[src/rtl/vect_pkg.sv]
// vect_pkg: shared definitions for the vector issue stage and the execute unit.
//   Widths:  DATA_W (4 lanes x LANE_W), IMM_W, CTRL_W, REG_AW
//   Types:   vect_op_t  - one decoded vector operation as held in the stage
//            vect_occ_e - issue-stage occupancy (EMPTY / ONE / FULL)
//   Consts:  ALU_* function codes, shared with the execute unit
package vect_pkg;

  localparam int DATA_W    = 32;
  localparam int LANE_W    = 8;
  localparam int NUM_LANES = DATA_W / LANE_W;
  localparam int IMM_W     = 8;
  localparam int CTRL_W    = 4;
  localparam int REG_AW    = 4;

  typedef struct packed {
    logic [DATA_W-1:0] operA;
    logic [DATA_W-1:0] operB;
    logic [IMM_W-1:0]  inm;
    logic              alumux;
    logic [CTRL_W-1:0] ctrlfunc;
    logic [REG_AW-1:0] rsa;
    logic [REG_AW-1:0] rsb;
    logic [REG_AW-1:0] rd;
  } vect_op_t;

  // main/skid occupancy; skid is only ever valid while main is valid
  typedef enum logic [1:0] {
    OCC_EMPTY = 2'd0,
    OCC_ONE   = 2'd1,
    OCC_FULL  = 2'd2
  } vect_occ_e;

  localparam logic [CTRL_W-1:0] ALU_ADD  = 4'h0;
  localparam logic [CTRL_W-1:0] ALU_SUB  = 4'h1;
  localparam logic [CTRL_W-1:0] ALU_AND  = 4'h2;
  localparam logic [CTRL_W-1:0] ALU_OR   = 4'h3;
  localparam logic [CTRL_W-1:0] ALU_XOR  = 4'h4;
  localparam logic [CTRL_W-1:0] ALU_SLL  = 4'h5;
  localparam logic [CTRL_W-1:0] ALU_SRL  = 4'h6;
  localparam logic [CTRL_W-1:0] ALU_MIN  = 4'h7;
  localparam logic [CTRL_W-1:0] ALU_MAX  = 4'h8;
  localparam logic [CTRL_W-1:0] ALU_PASSB = 4'h9;

endpackage

[src/rtl/vect_fwd_sel.sv]
// vect_fwd_sel: combinational operand forward select.
//   operIn   - operand as currently held / received
//   rs       - source register index of that operand
//   useReg   - operand is really read from the register file (B is not when alumux=1)
//   fwdValid, fwdRd, fwdData - result bus
//   operOut  - fwdData on an index match, otherwise operIn
module vect_fwd_sel
  import vect_pkg::*;
(
  input  logic [DATA_W-1:0] operIn,
  input  logic [REG_AW-1:0] rs,
  input  logic              useReg,
  input  logic              fwdValid,
  input  logic [REG_AW-1:0] fwdRd,
  input  logic [DATA_W-1:0] fwdData,
  output logic [DATA_W-1:0] operOut
);

  assign operOut = (fwdValid && useReg && (rs == fwdRd)) ? fwdData : operIn;

endmodule

[src/rtl/vect_issue_stage.sv]
// vect_issue_stage: issue register in front of the 4-lane vector execute unit.
//   Two entries: main (drives out_*) and skid. in_ready depends on registered
//   state only, so there is no combinational path from out_ready to in_ready.
//   flush drops both entries at the next edge (an out_fire that cycle still
//   counts); rst is synchronous active-high and zeroes all state.
// Ports:
//   clk, rst, flush
//   in_valid/in_ready + in_operA, in_operB, in_inm, in_alumux, in_ctrlfunc,
//     in_rsa, in_rsb, in_rd              - from decode
//   fwd_valid, fwd_rd, fwd_data          - execute/writeback result bus
//   out_valid/out_ready + out_operA, out_operB, out_inm, out_alumux,
//     out_ctrlfunc, out_rd               - to execute
// Build option: VECT_ISSUE_FWD_EN enables operand forwarding from the result
//   bus; when undefined the fwd_* ports are ignored.
module vect_issue_stage
  import vect_pkg::*;
(
  input  logic              clk,
  input  logic              rst,
  input  logic              flush,
  input  logic              in_valid,
  output logic              in_ready,
  input  logic [DATA_W-1:0] in_operA,
  input  logic [DATA_W-1:0] in_operB,
  input  logic [IMM_W-1:0]  in_inm,
  input  logic              in_alumux,
  input  logic [CTRL_W-1:0] in_ctrlfunc,
  input  logic [REG_AW-1:0] in_rsa,
  input  logic [REG_AW-1:0] in_rsb,
  input  logic [REG_AW-1:0] in_rd,
  input  logic              fwd_valid,
  input  logic [REG_AW-1:0] fwd_rd,
  input  logic [DATA_W-1:0] fwd_data,
  output logic              out_valid,
  input  logic              out_ready,
  output logic [DATA_W-1:0] out_operA,
  output logic [DATA_W-1:0] out_operB,
  output logic [IMM_W-1:0]  out_inm,
  output logic              out_alumux,
  output logic [CTRL_W-1:0] out_ctrlfunc,
  output logic [REG_AW-1:0] out_rd
);

  localparam int NUM_ENT = 2;  // [0] = main, [1] = skid

  vect_occ_e                          occ;
  vect_op_t [NUM_ENT-1:0]             ent;
  vect_op_t [NUM_ENT-1:0]             entSrc;
  vect_op_t [NUM_ENT-1:0]             entNxt;
  logic     [NUM_ENT-1:0]             entLive;
  logic     [NUM_ENT-1:0][DATA_W-1:0] fwdOperA;
  logic     [NUM_ENT-1:0][DATA_W-1:0] fwdOperB;
  vect_op_t                           inOp;
  logic mainVld, skidVld, inFire, outFire, loadMain, loadSkid, fwdOn;

  assign mainVld  = (occ != OCC_EMPTY);
  assign skidVld  = (occ == OCC_FULL);
  assign in_ready = ~skidVld & ~rst;
  assign inFire   = in_valid & in_ready;
  assign outFire  = mainVld & out_ready;

`ifdef VECT_ISSUE_FWD_EN
  assign fwdOn = fwd_valid;
`else
  // forwarding compiled out: the select instances collapse to pass-through
  logic unusedFwd;
  assign fwdOn     = 1'b0;
  assign unusedFwd = fwd_valid;
`endif

  always_comb begin
    inOp          = '0;
    inOp.operA    = in_operA;
    inOp.operB    = in_operB;
    inOp.inm      = in_inm;
    inOp.alumux   = in_alumux;
    inOp.ctrlfunc = in_ctrlfunc;
    inOp.rsa      = in_rsa;
    inOp.rsb      = in_rsb;
    inOp.rd       = in_rd;

    // main refills when it is free or leaving; skid has priority to keep order
    loadMain   = (~mainVld | outFire) & (skidVld | inFire);
    entSrc[0]  = loadMain ? (skidVld ? ent[1] : inOp) : ent[0];
    entLive[0] = loadMain | mainVld;

    // skid only catches a new op when main is stalled
    loadSkid   = mainVld & ~skidVld & inFire & ~outFire;
    entSrc[1]  = loadSkid ? inOp : ent[1];
    entLive[1] = loadSkid | skidVld;
  end

  // Forwarding is applied after the source mux, so capture, hold and the
  // skid->main move all see the same-cycle result bus. Dead entries are not
  // touched so idle outputs stay put.
  for (genvar e = 0; e < NUM_ENT; e++) begin : gEnt
    vect_fwd_sel uSelA (
      .operIn  (entSrc[e].operA),
      .rs      (entSrc[e].rsa),
      .useReg  (1'b1),
      .fwdValid(fwdOn & entLive[e]),
      .fwdRd   (fwd_rd),
      .fwdData (fwd_data),
      .operOut (fwdOperA[e])
    );
    vect_fwd_sel uSelB (
      .operIn  (entSrc[e].operB),
      .rs      (entSrc[e].rsb),
      .useReg  (~entSrc[e].alumux),
      .fwdValid(fwdOn & entLive[e]),
      .fwdRd   (fwd_rd),
      .fwdData (fwd_data),
      .operOut (fwdOperB[e])
    );
  end

  always_comb begin
    entNxt = entSrc;
    for (int e = 0; e < NUM_ENT; e++) begin
      entNxt[e].operA = fwdOperA[e];
      entNxt[e].operB = fwdOperB[e];
    end
  end

  always_ff @(posedge clk) begin
    if (rst) begin
      occ <= OCC_EMPTY;
      ent <= '0;
    end else begin
      ent <= entNxt;
      if (flush) begin
        occ <= OCC_EMPTY;
      end else begin
        case (occ)
          OCC_EMPTY: if (inFire) occ <= OCC_ONE;
          OCC_ONE: begin
            if (inFire && !outFire)      occ <= OCC_FULL;
            else if (!inFire && outFire) occ <= OCC_EMPTY;
          end
          OCC_FULL:  if (outFire) occ <= OCC_ONE;
          default:   occ <= OCC_EMPTY;
        endcase
      end
    end
  end

  assign out_valid    = mainVld;
  assign out_operA    = ent[0].operA;
  assign out_operB    = ent[0].operB;
  assign out_inm      = ent[0].inm;
  assign out_alumux   = ent[0].alumux;
  assign out_ctrlfunc = ent[0].ctrlfunc;
  assign out_rd       = ent[0].rd;

endmodule

[config.mk]
export PLATFORM = sky130hd
export DESIGN_NAME = vect_issue_stage
export DESIGN_NICKNAME = d
export VERILOG_FILES = /design/src/rtl/vect_pkg.sv /design/src/rtl/vect_fwd_sel.sv /design/src/rtl/vect_issue_stage.sv
export SDC_FILE = /design/constraint.sdc
export NUM_CORES = 1
export LEC_CHECK = 0
export CORE_MARGIN = 8
export CORE_UTILIZATION = 52
export CTS_CLUSTER_DIAMETER = 60
export DETAILED_ROUTE_END_ITERATION = 10
export HOLD_SLACK_MARGIN = 0.1
export PLACE_DENSITY = 0.85
export SYNTH_ARGS = -nofsm -noshare
export SYNTH_HDL_FRONTEND = slang
export SYNTH_SLANG_ARGS = --single-unit
[constraint.sdc]
create_clock -name clk -period 2.7 [get_ports clk]
set_clock_uncertainty 0.2 [all_clocks]
set_input_delay 0.27 -clock clk [delete_from_list [all_inputs] [get_ports clk]]
set_output_delay 0.27 -clock clk [all_outputs]
set_load 0.01 [all_outputs]
==> flow_summary.json, run 1 <==
{
  "outcome": "finished, final reports clean",
  "synth.net_count": 961,
  "hold_path_depth": 3,
  "worst-r2r-cell-count": 4,
  "timing.setup.tns_ns": 0,
  "fin_crit_ns": 2.52,
  "worst_slew_pin_slew_ns": 0.625,
  "first_iter_violations": 430,
  "hold_buffers": 1,
  "area_growth_syn_to_layout_pct": 23.3,
  "clock_sinks": 164,
  "io_buffer_count": 168,
  "r2r_start": "occ[0]",
  "place.detailed.hpwl_mm": 12.1,
  "grt_max_degree": 109,
  "holdCritPathClass": "in2reg",
  "startpoint_type": "flop",
  "grt.total_usage": 0.203,
  "finalCritPeriodShare": 0.934,
  "grt_pass1_wl_mm": 32.4,
  "die_height_um": 138,
  "remaining_drc_errors": 0,
  "mostFrequentLayoutCell": "sky130_fd_sc_hd__clkdlybuf4s50_1",
  "crit_required_ns": 2.23,
  "cap_viol_max_count": 0,
  "timing.final.setup_violations": 0,
  "max-slew-margin-rel": 0.583,
  "synth-seq-area-share": 0.424,
  "hold_violations": 0,
  "design.final.nets": 1003,
  "critical_path_arrival_ns": 2.05,
  "syn-instance-count": 830,
  "clkLatencyLatePin_ns": 0.42,
  "cts_buffers": 17,
  "place_area_sq_um": 8960,
  "floorplan.rows": 44,
  "stdcell_area_sq_um": 9550,
  "layout.area.seq_sq_um": 3280,
  "post_route_cells_drive_above_1_share": 0.151,
  "htree_num_levels": 4,
  "fmax_mhz": 397,
  "fp.dieW_um": 138,
  "first_global_vias": 6260,
  "min-delay-start": "in_operB[19]",
  "tritoncts_clock_tree": "built",
  "via_count": 6080,
  "syn-cell-area_sq_um": 7740,
  "viasPerCell": 5.69,
  "route.antenna.remaining_nets": 0,
  "regToRegSetupSlack_ns": 0.61,
  "detailed_router_iteration_count_before_antenna_repair": 5,
  "avgRoutedWirePerCell_um": 18.3,
  "multi_input_gate_area_sq_um": 3520,
  "power_per_cell_area_nw_per_um2": 617,
  "initial_core_util": 0.533,
  "fillCellCount": 1134,
  "die-area_sq_um": 19100,
  "regToRegEndpoint": "out_ctrlfunc[3]",
  "critPathMaxFanout": 12,
  "final.hold.worst_slack_ns": 0.227,
  "commonest_cells_after_routing_fill_and_taps_aside": "sky130_fd_sc_hd__clkdlybuf4s50_1, sky130_fd_sc_hd__dfxtp_1, sky130_fd_sc_hd__nand2_1, sky130_fd_sc_hd__mux2i_1, sky130_fd_sc_hd__a21oi_1",
  "place.gp.congestion": 0.739,
  "clock_tree.root_cell": "sky130_fd_sc_hd__clkbuf_16",
  "cts_resized": 0,
  "criticalPathCategory": "reg2out",
  "maximum_count_of_clock_buffers_along_a_single_path": 2,
  "vdd_ir_drop_max_mv": 0.377,
  "standby_leakage_power_nw": 3.71,
  "grt_antenna_before_repair": 0,
  "synthDistinctLibCells": 25,
  "grt_overflow_total": 0,
  "drv_slew": 0,
  "detail_route.wirelength_mm": 19.5,
  "yosys_warnings": 0,
  "ios": 214,
  "endpoint_kind": "output pin",
  "num_antenna_cells": 0,
  "postSynthAreaPerCell_sq_um": 9.33,
  "fp.coreArea_sq_um": 14500,
  "postCtsSetupRepairBufs": 0,
  "worstHoldEndpoint": "ent[133]",
  "worst_setup_hold_path_clk_slew_ns": 0.06,
  "rsz0062_at_grt": "false",
  "synth.ff_latch_count": 164
}
==> routing by layer <==
metal  GRT usage  vias to the layer above  share of wire
met3      0.0627                       18          0.067
met2       0.341                      167           0.48
li1            -                     2958              -
met5           0                        -              0
met4      0.0629                        0          0.013
met1       0.242                     2937           0.44
==> cells in the mapped netlist <==
cell type                   count  area (sq um)
sky130_fd_sc_hd__a211oi_2      80          1000
sky130_fd_sc_hd__nor4b_1        1          8.76
sky130_fd_sc_hd__nand3b_1       1          7.51
sky130_fd_sc_hd__clkbuf_1      60           225
sky130_fd_sc_hd__nand4bb_1      1          11.3
sky130_fd_sc_hd__nor4_1        81           507
sky130_fd_sc_hd__nor4bb_1       1          10.0
sky130_fd_sc_hd__buf_6          9           101
sky130_fd_sc_hd__a21oi_1       82           410
sky130_fd_sc_hd__mux2i_1       82           821
sky130_fd_sc_hd__buf_2         12          60.1
sky130_fd_sc_hd__nor2_1         2          7.51
sky130_fd_sc_hd__dfxtp_1      164          3280
sky130_fd_sc_hd__or3b_2         1          8.76
sky130_fd_sc_hd__nand2b_1       1          6.26
sky130_fd_sc_hd__or2_2          1          6.26
sky130_fd_sc_hd__and3b_1        2          17.5
sky130_fd_sc_hd__buf_1          1          3.75
sky130_fd_sc_hd__a2111oi_0      1          8.76
sky130_fd_sc_hd__a211oi_1       1          7.51
sky130_fd_sc_hd__o21a_1         1          7.51
sky130_fd_sc_hd__buf_4         80           601
sky130_fd_sc_hd__nor2b_1        1          6.26
sky130_fd_sc_hd__nand2_1      163           612
sky130_fd_sc_hd__or3_1          1          6.26
==> metrics by stage <==
step	total power, W	util	worst slack, ns	cells
2_1_floorplan	0.00327	-	0.885	830
3_3_place_gp	0.00358	0.617	0.423	1036
3_5_place_dp	0.00360	0.617	0.393	1036
4_1_cts	0.00593	0.657	0.146	1069
5_1_grt	0.00613	0.657	0.0583	1069
6_report	0.00589	0.657	0.179	1069
==> registers in the layout, summed over array words and instances, names as in the netlist <==
| register | count |
|---|---|
| out_operB | 32 |
| ent | 81 |
| occ | 2 |
| out_rd | 4 |
| out_alumux | 1 |
| out_operA | 32 |
| out_ctrlfunc | 4 |
| out_inm | 8 |
==> report_power, final <==
group / internal [W] / switching [W]
Combinational: 0.000495 / 0.000439
Sequential: 0.00254 / 0.0000669
Clock: 0.00141 / 0.000937
Total: 0.00444 / 0.00144
==> kinds of logic after synthesis <==
| logic type | after synthesis | synth area share |
|---|---|---|
| compound gates | 165 | 0.185 |
| flops | 164 | 0.424 |
| buf+inv | 162 | 0.128 |
| simple gates | 257 | 0.157 |
| mux | 82 | 0.106 |
==> worst max-delay path by stage <==
stage | from | endpoint | slack, ns | cells past startpoint
2_1_floorplan | rst | out_operA[0] | 0.89 | 7
3_3_place_gp | in_valid | out_operA[21] | 0.42 | 5
3_5_place_dp | in_valid | out_operA[13] | 0.39 | 5
4_1_cts | occ[0] | in_ready | 0.15 | 3
5_1_grt | occ[0] | in_ready | 0.06 | 3
6_report | occ[0] | in_ready | 0.18 | 3
==> worst max-delay path, stage by stage (launching register included) <==
cell	delay, ns
sky130_fd_sc_hd__dfxtp_1	0.53
sky130_fd_sc_hd__nand2b_4	0.36
sky130_fd_sc_hd__nor2b_1	0.19
sky130_fd_sc_hd__clkdlybuf4s50_1	0.55
==> cell type report <==
type,instances,area share
Multi-Input combinational cell,504,0.369
Sequential cell,164,0.344
Timing Repair Buffer,185,0.203
Clock buffer,23,0.0490
Tap cell,184,0.0241
Clock inverter,9,0.0109
(Power assumes the default switching activity.)
==> run 2, diff against run 1 <==
--- a/config.mk
+++ b/config.mk
@@ -11,6 +11,8 @@
 export DETAILED_ROUTE_END_ITERATION = 10
 export HOLD_SLACK_MARGIN = 0.1
 export PLACE_DENSITY = 0.85
+export SKIP_LAST_GASP = 1
+export SLEW_MARGIN = 15
 export SYNTH_ARGS = -nofsm -noshare
 export SYNTH_HDL_FRONTEND = slang
 export SYNTH_SLANG_ARGS = --single-unit
==> results of run 2 <==
No change in the layout: final DEF, timing and power equal those of run 1.
==> run 3, diff against run 2 <==
--- a/config.mk
+++ b/config.mk
@@ -6,11 +6,11 @@
 export NUM_CORES = 1
 export LEC_CHECK = 0
 export CORE_MARGIN = 8
-export CORE_UTILIZATION = 52
+export CORE_UTILIZATION = 44
 export CTS_CLUSTER_DIAMETER = 60
 export DETAILED_ROUTE_END_ITERATION = 10
 export HOLD_SLACK_MARGIN = 0.1
-export PLACE_DENSITY = 0.85
+export PLACE_DENSITY = 0.76
 export SKIP_LAST_GASP = 1
 export SLEW_MARGIN = 15
 export SYNTH_ARGS = -nofsm -noshare
==> constraint.sdc (replaced) <==
create_clock -name clk -period 2.2 [get_ports clk]
set_clock_uncertainty 0.2 [all_clocks]
set_input_delay 0.22 -clock clk [delete_from_list [all_inputs] [get_ports clk]]
set_output_delay 0.22 -clock clk [all_outputs]
set_load 0.01 [all_outputs]
==> run 3 against run 2 <==
Via count about the same. Largest cell class unchanged. Core utilization down 9.6 points. Final area up 1.3%. Flip-flop and latch count unchanged. Highest routed layer unchanged.
==> flow_summary.json, run 3 (same netlist as run 1, synthesis figures left out) <==
{
  "outcome": "finished, final reports clean",
  "fp.coreArea_sq_um": 17200,
  "fin_crit_ns": 2.10,
  "clkLatencyLatePin_ns": 0.41,
  "grt.total_usage": 0.181,
  "number_of_flip_flops_in_the_largest_register": 81,
  "initial_core_util": 0.449,
  "htree_num_levels": 4,
  "holdCritPathClass": "in2reg",
  "regToRegEndpoint": "out_rd[1]",
  "report.power.total_w": 0.00738,
  "clock_tree.root_cell": "sky130_fd_sc_hd__clkbuf_16",
  "fp.dieW_um": 149,
  "max-slew-margin-rel": 0.605,
  "worst_slew_pin_slew_ns": 0.592,
  "maximum_count_of_clock_buffers_along_a_single_path": 2,
  "grt_overflow_total": 0,
  "crit_required_ns": 2.33,
  "final_critical_path_setup_slack_ns": 0.105,
  "worst-r2r-cell-count": 4,
  "clock_sinks": 164,
  "viasPerCell": 5.45,
  "avgRoutedWirePerCell_um": 17.9,
  "criticalPathCategory": "in2reg",
  "critPathMaxFanout": 49,
  "critical_path_arrival_ns": 2.22,
  "worst_setup_hold_path_clk_slew_ns": 0.07,
  "standby_leakage_power_nw": 3.76,
  "place.gp.congestion": 0.749,
  "hold_violations": 0,
  "grt_antenna_before_repair": 0,
  "tritoncts_clock_tree": "built",
  "regToRegSetupSlack_ns": 0.22,
  "io_buffer_count": 168,
  "dpl_worst_slack_ns": -0.0282,
  "endpoint_kind": "flop",
  "via_count": 6076,
  "first_global_vias": 6248,
  "remaining_drc_errors": 0,
  "num_antenna_cells": 0,
  "timing.final.setup_violations": 0,
  "largest_register": "ent",
  "finalCritPeriodShare": 0.952,
  "rsz0062_at_grt": "true",
  "cts_buffers": 17,
  "hold_path_depth": 2,
  "die-area_sq_um": 22100,
  "timing.setup.tns_ns": 0,
  "detailed_router_iteration_count_before_antenna_repair": 4,
  "min-delay-start": "flush",
  "design.final.nets": 1010,
  "startpoint_type": "primary input",
  "cap_viol_max_count": 0,
  "place_area_sq_um": 9070,
  "post_route_cells_drive_above_1_share": 0.159,
  "grt_pass1_wl_mm": 32.7,
  "commonest_cells_after_routing_fill_and_taps_aside": "sky130_fd_sc_hd__clkdlybuf4s50_1, sky130_fd_sc_hd__nand2_1, sky130_fd_sc_hd__dfxtp_1, sky130_fd_sc_hd__mux2i_1, sky130_fd_sc_hd__a21oi_1",
  "first_iter_violations": 294,
  "die_height_um": 149,
  "worstHoldEndpoint": "occ[1]",
  "place.detailed.hpwl_mm": 12.6,
  "ios": 214,
  "vdd_ir_drop_max_mv": 0.514,
  "power_per_cell_area_nw_per_um2": 763,
  "mostFrequentLayoutCell": "sky130_fd_sc_hd__clkdlybuf4s50_1",
  "grt_max_degree": 93,
  "floorplan.rows": 48,
  "detail_route.wirelength_mm": 19.9,
  "r2r_start": "occ[1]",
  "route.antenna.remaining_nets": 0,
  "area_growth_syn_to_layout_pct": 24.9,
  "drv_slew": 0,
  "stdcell_area_sq_um": 9670,
  "fmax_mhz": 477
}
-- run 3: power by group --
group / leakage (nW) / switching, W / internal [W] / total (W)
logic: 2.14 / 0.000538 / 0.000607 / 0.00115
registers: 1.34 / 0.0000816 / 0.00312 / 0.00320
clock network: 0.289 / 0.00116 / 0.00188 / 0.00304
-- run 3: stage by stage --
step,cells,util,hold WS [ns]
2_1_floorplan,830,-,0.103
3_3_place_gp,1084,0.526,0.241
4_1_cts,1114,0.561,0.148
3_5_place_dp,1084,0.526,0.246
5_1_grt,1114,0.561,0.168
6_report,1114,0.561,0.174
-- run 3: worst max path at each step --
stage	startpoint	end	cells past startpoint
after floorplan	occ[0]	out_operA[0]	6
after global routing	rst	out_inm[1]	6
final	rst	out_rd[1]	6
after detailed placement	in_valid	out_rd[1]	5
after CTS	occ[1]	out_valid	2
after global placement	in_valid	out_rd[0]	5
-- run 3: per-layer routing --
| metal | global-route usage | wire (um) | vias up |
|---|---|---|---|
| li1 | - | - | 2969 |
| met1 | 0.222 | 8820 | 2936 |
| met2 | 0.299 | 9490 | 159 |
| met3 | 0.0602 | 1460 | 12 |
| met4 | 0.0428 | 156 | 0 |
| met5 | 0 | 0 | - |
-- run 3: area by class of cell --
class / count / area, sq um
multi-input combinational: 504 / 3520
clock buffer: 19 / 433
sequential: 164 / 3290
tap: 225 / 282
clock inverter: 10 / 160
fill: 1510 / 7560
timing repair buffer: 192 / 1990
-- run 3: critical path, stage by stage --
cell and delay, ns:
sky130_fd_sc_hd__dlygate4sd3_1 0.57, sky130_fd_sc_hd__buf_6 0.25, sky130_fd_sc_hd__and3b_2 0.25, sky130_fd_sc_hd__or3_4 0.42, sky130_fd_sc_hd__buf_12 0.23, sky130_fd_sc_hd__a211oi_2 0.23
-- run 3: timing repair --
action                     CTS  global route
resized for setup            3             0
hold endpoints to repair    15             0
setup buffers                0             0
setup endpoints to repair    1             1
hold buffers                 1             0
